[src/rtl/riscv_wb_load_unit_pkg.sv]
// Shared definitions for the writeback load unit.
//   load_type_e : funct3 encodings of the supported loads.
//   state_e     : writeback load FSM states.
//   load_ok()   : true when a load type is legal and its address is naturally aligned.
package riscv_wb_load_unit_pkg;

  localparam int unsigned LoadTypeBus = 3;

  typedef enum logic [LoadTypeBus-1:0] {
    LB  = 3'b000,
    LH  = 3'b001,
    LW  = 3'b010,
    LBU = 3'b100,
    LHU = 3'b101
  } load_type_e;

  typedef enum logic [1:0] {
    ST_IDLE,
    ST_WAIT,
    ST_DONE
  } state_e;

  function automatic logic load_ok(input logic [LoadTypeBus-1:0] t, input logic [1:0] off);
    case (t)
      LB, LBU: return 1'b1;
      LH, LHU: return ~off[0];
      LW:      return (off == 2'b00);
      default: return 1'b0;
    endcase
  endfunction

endpackage

[src/rtl/riscv_wb_load_unit_extend.sv]
// riscv_load_extend: combinational lane select and sign/zero extension of a
// returned bus word.
//   load_type_i : funct3 of the load
//   offset_i    : byte offset within the word (addr[1:0])
//   rdata_i     : raw 32-bit bus word
//   data_o      : value to write to the register file
module riscv_load_extend
  import riscv_wb_load_unit_pkg::*;
(
  input  logic [2:0]  load_type_i,
  input  logic [1:0]  offset_i,
  input  logic [31:0] rdata_i,
  output logic [31:0] data_o
);

  logic [7:0]  byte_v;
  logic [15:0] half_v;

  always_comb begin
    byte_v = rdata_i[{offset_i, 3'b000} +: 8];
    half_v = offset_i[1] ? rdata_i[31:16] : rdata_i[15:0];
    data_o = '0;
    case (load_type_i)
      LB:      data_o = {{24{byte_v[7]}}, byte_v};
      LBU:     data_o = {24'b0, byte_v};
      LH:      data_o = {{16{half_v[15]}}, half_v};
      LHU:     data_o = {16'b0, half_v};
      LW:      data_o = rdata_i;
      default: data_o = '0;
    endcase
  end

endmodule

[src/rtl/riscv_wb_load_unit.sv]
// riscv_wb_load_unit: writeback-stage load unit. Issues a req/ack bus read for
// loads held in MEM/WB, extends the returned data and drives the register-file
// write port; non-load results pass straight through.
//   clk, rst_n            : clock, asynchronous active-low reset
//   rd_idx_i/rd_we_i      : destination register from MEM/WB
//   data_addr_i/data_re_i : load address / load flag
//   load_type_i           : funct3 of the load
//   alu_result_i          : writeback value for non-loads
//   mem_*                 : data-memory bus (req held until ack)
//   wb_we_o/idx_o/data_o  : registered register-file write port
//   stall_req_o           : freeze earlier stages while a load is outstanding
//   load_fault_o          : one-cycle fault pulse (misaligned/illegal/error/timeout)
module riscv_wb_load_unit
  import riscv_wb_load_unit_pkg::*;
#(
  parameter int unsigned TIMEOUT_CYCLES = 16,
  parameter int unsigned CNT_W          = 5
) (
  input  logic        clk,
  input  logic        rst_n,
  input  logic [4:0]  rd_idx_i,
  input  logic        rd_we_i,
  input  logic [31:0] data_addr_i,
  input  logic        data_re_i,
  input  logic [2:0]  load_type_i,
  input  logic [31:0] alu_result_i,
  output logic        mem_req_o,
  output logic [31:0] mem_addr_o,
  input  logic        mem_ack_i,
  input  logic [31:0] mem_rdata_i,
  input  logic        mem_err_i,
  output logic        wb_we_o,
  output logic [4:0]  wb_idx_o,
  output logic [31:0] wb_data_o,
  output logic        stall_req_o,
  output logic        load_fault_o
);

  state_e           state_q;
  logic [CNT_W-1:0] cnt_q;
  logic [4:0]       lat_idx_q;
  logic             lat_we_q;
  logic [2:0]       lat_type_q;
  logic [1:0]       lat_off_q;
  logic [31:0]      ext_data;

  riscv_load_extend u_extend (
    .load_type_i (lat_type_q),
    .offset_i    (lat_off_q),
    .rdata_i     (mem_rdata_i),
    .data_o      (ext_data)
  );

  // DONE is deliberately not stalled so MEM/WB retires the finished load.
  assign stall_req_o = ((state_q == ST_IDLE) && data_re_i) || (state_q == ST_WAIT);

  always_ff @(posedge clk or negedge rst_n) begin
    if (!rst_n) begin
      state_q      <= ST_IDLE;
      cnt_q        <= '0;
      lat_idx_q    <= '0;
      lat_we_q     <= 1'b0;
      lat_type_q   <= '0;
      lat_off_q    <= '0;
      mem_req_o    <= 1'b0;
      mem_addr_o   <= '0;
      wb_we_o      <= 1'b0;
      wb_idx_o     <= '0;
      wb_data_o    <= '0;
      load_fault_o <= 1'b0;
    end else begin
      // Write enable and fault are single-cycle pulses unless re-asserted below.
      wb_we_o      <= 1'b0;
      load_fault_o <= 1'b0;
      case (state_q)
        ST_IDLE: begin
          if (!data_re_i) begin
            wb_we_o   <= rd_we_i && (rd_idx_i != '0);
            wb_idx_o  <= rd_idx_i;
            wb_data_o <= alu_result_i;
          end else if (load_ok(load_type_i, data_addr_i[1:0])) begin
            state_q    <= ST_WAIT;
            mem_req_o  <= 1'b1;
            mem_addr_o <= {data_addr_i[31:2], 2'b00};
            lat_idx_q  <= rd_idx_i;
            lat_we_q   <= rd_we_i;
            lat_type_q <= load_type_i;
            lat_off_q  <= data_addr_i[1:0];
            cnt_q      <= '0;
          end else begin
            state_q      <= ST_DONE;
            load_fault_o <= 1'b1;
          end
        end
        ST_WAIT: begin
          if (mem_ack_i) begin
            state_q   <= ST_DONE;
            mem_req_o <= 1'b0;
            if (mem_err_i) begin
              load_fault_o <= 1'b1;
            end else begin
              wb_we_o   <= lat_we_q && (lat_idx_q != '0);
              wb_idx_o  <= lat_idx_q;
              wb_data_o <= ext_data;
            end
          end else if (cnt_q == CNT_W'(TIMEOUT_CYCLES - 1)) begin
            state_q      <= ST_DONE;
            mem_req_o    <= 1'b0;
            load_fault_o <= 1'b1;
          end else begin
            cnt_q <= cnt_q + 1'b1;
          end
        end
        ST_DONE: state_q <= ST_IDLE;
        default: state_q <= ST_IDLE;
      endcase
    end
  end

endmodule

[config.mk]
export PLATFORM = sky130hd
export DESIGN_NAME = riscv_wb_load_unit
export DESIGN_NICKNAME = d
export VERILOG_FILES = /design/src/rtl/riscv_wb_load_unit_pkg.sv /design/src/rtl/riscv_wb_load_unit_extend.sv /design/src/rtl/riscv_wb_load_unit.sv
export SDC_FILE = /design/constraint.sdc
export NUM_CORES = 1
export LEC_CHECK = 0
export BUFFER_PORTS_ARGS = -buffer_cell sky130_fd_sc_hd__buf_2
export CORE_MARGIN = 3
export CORE_UTILIZATION = 44
export CTS_CLUSTER_DIAMETER = 40
export CTS_CLUSTER_SIZE = 14
export DETAILED_ROUTE_END_ITERATION = 6
export GPL_ROUTABILITY_DRIVEN = 0
export PLACE_DENSITY_LB_ADDON = 0.2
export SLEW_MARGIN = 20
export SYNTH_ARGS = -nofsm -noshare
export SYNTH_HDL_FRONTEND = slang
export SYNTH_SLANG_ARGS = --single-unit
[constraint.sdc]
create_clock -name clk -period 1.9 [get_ports clk]
set_clock_uncertainty 0.15 [all_clocks]
set_input_delay 0.285 -clock clk [delete_from_list [all_inputs] [get_ports clk]]
set_output_delay 0.285 -clock clk [all_outputs]
set_load 0.02 [all_outputs]
# Yosys cells after proc, flatten, opt, wreduce, memory -nomap -nowiden
# Cells that the tools add are included.
[word_totals] regBits=88 output_inout_bits=73 elab_cells=89
[classes] addsub=1 n_eq_ne=18 n_shift=1 n_mux=38 bitwise_logic=1 n_reduce_logical=18
[ops] cell="$pmux 32 s5" count=1
[ops] cell="$mux 32" count=3
[ops] cell="$pmux 32 s2" count=1
[ops] cell="$mux 5" count=7
[ops] cell="$shiftx 32x6->8" count=1
[ops] cell="$pmux 5 s2" count=2
[ops] cell="$mux 16" count=1
[ops] cell="$mux 1" count=14
[ops] cell="$eq 3x3->1 const B" count=4
[ops] cell="$ne 2x2->1 const B" count=6
[ops] cell="$reduce_bool 5->1" count=2
[ops] cell="$mux 2" count=4
[ops] cell="$reduce_and 4->1" count=2
[ops] cell="$eq 3x1->1 const B" count=2
[ops] cell="$eq 3x2->1 const B" count=2
[ops] cell="$logic_not 3->1" count=2
[ops] cell="$pmux 1 s2" count=3
[ops] cell="$add 5x1->5 const B" count=1
[ops] cell="$eq 5x4->1 const B" count=1
[ops] cell="$reduce_and 5->1" count=1
[ops] cell="$logic_not 2->1" count=2
[ops] cell="$pmux 2 s2" count=1
[ops] cell="$reduce_or 2->1" count=2
[ops] cell="$logic_and 1x1->1" count=3
[ops] cell="9 further kinds" count=9

# Depth between registers and ports, before layout
[depth] ltp_word=8 depth_mapped=7

# By module
# From an unflattened synthesis, not the netlist that was laid out.
[unflattened] cells_unflattened=377 area_unflattened_um2=5053.6
[by_module_without_submodules] mod="riscv_wb_load_unit" instances=1 cells_per_inst=268 area_each_um2=4241.6 seq_area_each_um2=2202.1
[by_module_without_submodules] mod="riscv_load_extend" instances=1 cells_per_inst=109 area_each_um2=812.0 seq_area_each_um2=0.0

# Worst setup path after synthesis
# No wires, ideal clock.
[synth_timing] path_type="reg-to-reg" from="register cnt_q[0]" to="register cnt_q[3]" setup_time_ns=0.084 arrival_ns=1.807 required_time_ns=1.666 setup_slack_ns=-0.141 stages_incl_launch_ff=8 n_path_buf=0 synth_period_minus_slack_ns=2.041 path_cell_list="dfrtp_1 ha_1 and3_1 ha_1 nor2_1 nand2_1 or3_1 a21boi_0"
[synth_between] elab_chain_len=4 elab_cells_between_ends=7
[synth_rtl] element="from (decl)" line_no="riscv_wb_load_unit.sv:40" rtl="logic [CNT_W-1:0] cnt_q;"
[synth_rtl] element="from (signal assigned)" line_no="riscv_wb_load_unit.sv:111" rtl="cnt_q <= cnt_q + 1'b1;"
[synth_rtl] element="$add 5x1->5" line_no="riscv_wb_load_unit.sv:111"
[synth_rtl] element="$mux 5" line_no="riscv_wb_load_unit.sv:106" rtl="end else if (cnt_q == CNT_W'(TIMEOUT_CYCLES - 1)) begin"
[synth_rtl] element="$mux 5" line_no="riscv_wb_load_unit.sv:96" rtl="if (mem_ack_i) begin"
[synth_rtl] element="$pmux 5 s2" line_no="riscv_wb_load_unit.sv:75" rtl="case (state_q)"
# Several ways; a longest one is shown, not always the timed one. The select of a mux whose other input is x is not followed.
# A chain may end at the register's enable or synchronous reset.

# Final worst setup path
[layout_timing] from="register lat_type_q[2]" to="register wb_data_o[18]"
[layout_between] elab_chain_len=5 elab_cells_between_ends=9
[layout_rtl] element="from (decl)" line_no="riscv_wb_load_unit.sv:43" rtl="logic [2:0] lat_type_q;"
[layout_rtl] element="from (signal assigned)" line_no="riscv_wb_load_unit.sv:87" rtl="lat_type_q <= load_type_i;"
[layout_rtl] element="$eq 3x2->1, or another cell as far along" line_no="riscv_wb_load_unit_extend.sv:23" rtl="case (load_type_i)"
[layout_rtl] element="$pmux 32 s5 *" line_no="riscv_wb_load_unit_extend.sv:23"
[layout_rtl] element="$mux 32 *" line_no="riscv_wb_load_unit.sv:99" rtl="if (mem_err_i) begin"
[layout_rtl] element="$mux 32 *" line_no="riscv_wb_load_unit.sv:96"
[layout_rtl] element="$pmux 32 s2 *" line_no="riscv_wb_load_unit.sv:75"
[layout_rtl] element="to (signal assigned)" line_no="riscv_wb_load_unit.sv:80" rtl="wb_data_o <= alu_result_i;"
[layout_rtl] element="to (signal assigned)" line_no="riscv_wb_load_unit.sv:104" rtl="wb_data_o <= ext_data;"
[layout_rtl] element="to (decl)" line_no="riscv_wb_load_unit.sv:34" rtl="output logic [31:0] wb_data_o,"
# Every way passes the cells marked *; elsewhere a longest branch is shown, timed or not. The select of a mux whose other input is x is not followed.

==> qor.yml <==
route:
  drc: 0
  drt_iter0_markers: 207
  vias: 4183
  ant_nets: 0
  post_drt_wl_per_cell_um: 17.4
  first_pass_iters: 5
  drt_wl_total_um: 13300
  viasPerCell: 5.45
critical_path:
  start_kind: "flip-flop"
  crit_fanout: 17
  path_cells: "or2_1 -> a21oi_4 -> buf_4 -> a211oi_1 -> a211oi_1"
  path_buf_inv: 1
  timing.rr.start: "lat_type_q[2]"
  cp_top_family: "compound AO/OA/AOI/OAI gates"
  arrival_ns: 1.89
  critical_path.most_common_cell: "a211oi_1"
  slowest_stage: "dfrtp_1"
  slowest_delay_ns: 0.47
  critical_path_required_ns: 2.01
  cp-end-kind: "flip-flop"
  cp-startpoint: "lat_type_q[2]"
  criticalPathCategory: "flip-flop to flip-flop"
synth:
  synth_top_family_by_area: "compound AO/OA/AOI/OAI gates"
  yosys-top-cells-area: "dfrtp_1, mux2_2, a21oi_1"
  yosysTopAreaCell: "dfrtp_1"
  syn_area_per_cell_sq_um: 10.8
  yosys_warnings: 0
  synth_compound_area_frac: 0.201
  synth-simple-area-share: 0.115
  synthAdderAreaFrac: 0.00556
  yosysSeqAreaShare: 0.490
  async_reset_ff_frac: 1.00
  yosys.area.top_type_share: 0.490
  syn_area_sq_um: 4500
  netlist_instances: 415
  synth_edf_count: 0
  ys_ff_latch: 88
  ys.flop_type: "dfrtp_1"
  synthMuxAreaShare: 0.135
  post_synth_num_cell_types: 47
  synth-xor-area-share: 0
timing:
  finalCritPeriodShare: 0.940
  finalSetupTns_ns: 0
  report.final.slew_viol_count: 0
  max_freq_mhz: 560
  period_minus_slack_ns: 1.79
  final-setup-viol-count: 0
  final-hold-violation-count: 0
outcome:
  outcome: "complete, no violations"
pwr:
  p_per_area_nw_per_um2: 1270
  total_power_mw: 7.85
  ir_drop_mv: 0.529
  intPower_mw: 4.59
  seqPwrFrac: 0.380
  p_sw_mw: 3.26
  combPwrFrac: 0.466
  power.leakage_nw: 2.81
  p_sw_frac: 0.415
  clkPwrFrac: 0.155
floorplanning:
  die_area_sq_um: 11500
  fp.dieW_um: 107
  die_y_um: 107
  num_io_pins: 183
  core-area_sq_um: 9860
  num_rows: 36
  start_util: 0.456
layout:
  layout_commonest_cell: "buf_2"
  nFillCells: 864
  instances_no_fill: 767
  final_cell_mix: "buf_2, dfrtp_1, mux2_2"
  drive_above_1_share: 0.459
  fin_area_sq_um: 6160
  diodes: 0
  area_growth_pct: 36.9
  layout.nets: 741
cts:
  cts_tree: "built"
  cts_buffers: 9
  clk_pin_slew_worst_paths_ns: 0.10
  root_buffer: "clkbuf_8"
  worst_skew_pair.late_latency_ns: 0.36
  cts_sinks: 88
  clockBufferDepth: 2
  htreeDepth: 3
global_routing:
  grt_usage: 0.230
  grt_pass1_vias: 4192
  antenna_found_initial: 0
  grt_overflow: 0
  grt_max_degree: 35
  grt_pass1_wl_um: 20800
placement:
  place_area_sq_um: 5620
  portBuffers: 180
  dp_hpwl_um: 9960
  dp.cells: 719
job:
  maxCapViolCount: 0
worst_hold_path:
  min-delay-start: "data_addr_i[19]"
  hold_path.class: "primary input to flip-flop"
power by group through the flow:
| stage | registers [mW] | logic (mW) | clock network, mW |
|---|---|---|---|
| floorplan | 3.67 | 1.62 | 0 |
| global placement | 2.97 | 3.47 | 0 |
| detailed placement | 3.02 | 3.54 | 0 |
| CTS | 2.97 | 3.63 | 1.25 |
| global route | 3.07 | 3.95 | 1.33 |
| finish | 2.98 | 3.66 | 1.21 |
flip-flops by register name, indices dropped and copies added (netlist names):
name / count
wb_idx_o: 5
lat_type_q: 3
wb_data_o: 32
cnt_q: 5
mem_req_o: 1
lat_idx_q: 5
load_fault_o: 1
lat_off_q: 2
wb_we_o: 1
lat_we_q: 1
mem_addr_o: 30
state_q: 2
cells by family (layout without fill, tap and decap cells):
family | count (synthesis) | after routing
AOI/OAI and AO/OA | 129 | 129
adders and majority gates | 2 | 2
buffers and inverters | 40 | 258
DFF | 88 | 88
muxes | 54 | 54
other | 1 | 2
and+or+nand+nor | 101 | 101
metrics by stage:
stage | hold slack [ns] | utilization | worst slack [ns]
floorplan | -0.161 | - | 0.00163
global placement | 0.119 | 0.570 | -0.00205
detailed placement | 0.115 | 0.570 | -0.0961
CTS | 0.000221 | 0.618 | 0.0244
global route | 0.0000810 | 0.624 | -0.00798
finish | 0.00764 | 0.624 | 0.115
final timing paths:
check	endpoint	depth (start not counted)	slack [ns]
worst max-delay path	wb_data_o[18]	5	0.11
worst min-delay path	mem_addr_o[19]	2	0.008
worst max register to register	wb_data_o[18]	5	0.11
worst min register to register	mem_addr_o[31]	1	0.36
max in group asynchronous	state_q[1]	3	0.80
min in group asynchronous	mem_addr_o[10]	2	0.25
layer usage:
metal | track usage | routed length [um]
met1 | 0.303 | 5600
met2 | 0.377 | 6560
met3 | 0.0500 | 953
met4 | 0.0795 | 238
met5 | 0 | 0
what timing repair did:
action / 4_1_cts / 5_1_grt
resized for setup: 1 / 10
hold buffers: 27 / 1
hold endpoints to repair: 56 / 1
setup endpoints to repair: 24 / 23
buffers inserted: 3 / 1
pin swaps: 1 / 2
cell usage after synthesis (2+ instances only):
| master | count |
|---|---|
| or2_1 | 2 |
| nor2b_1 | 9 |
| ha_1 | 2 |
| o22ai_1 | 9 |
| mux2_2 | 44 |
| nand2b_1 | 2 |
| nand3_1 | 13 |
| a31oi_1 | 14 |
| a21oi_1 | 30 |
| o2bb2ai_1 | 17 |
| dfrtp_1 | 88 |
| a221oi_1 | 14 |
| or3_1 | 2 |
| buf_2 | 13 |
| nor2_1 | 27 |
| inv_1 | 4 |
| o21ai_0 | 13 |
| a211oi_1 | 14 |
| nand2_1 | 33 |
| buf_6 | 3 |
| mux2i_1 | 9 |
| clkbuf_1 | 6 |
| or4_1 | 3 |
| o211ai_1 | 9 |
| buf_4 | 13 |
final cells by class:
class,count,area (sq um),area share
clock buffers,10,128,0.0207
clock inverters,6,52.6,0.00853
multi-input cells,288,2120,0.344
inverters,4,15.0,0.00244
flip-flops and latches,88,2200,0.358
well taps,133,166,0.0270
repair buffers,238,1480,0.240
worst reg2reg max path: stages (launching register included):
cell      delay (ns)
dfrtp_1         0.47
or2_1           0.32
a21oi_4         0.19
buf_4           0.26
a211oi_1        0.08
a211oi_1        0.22
Note: power is estimated with default switching activity, not from simulation.
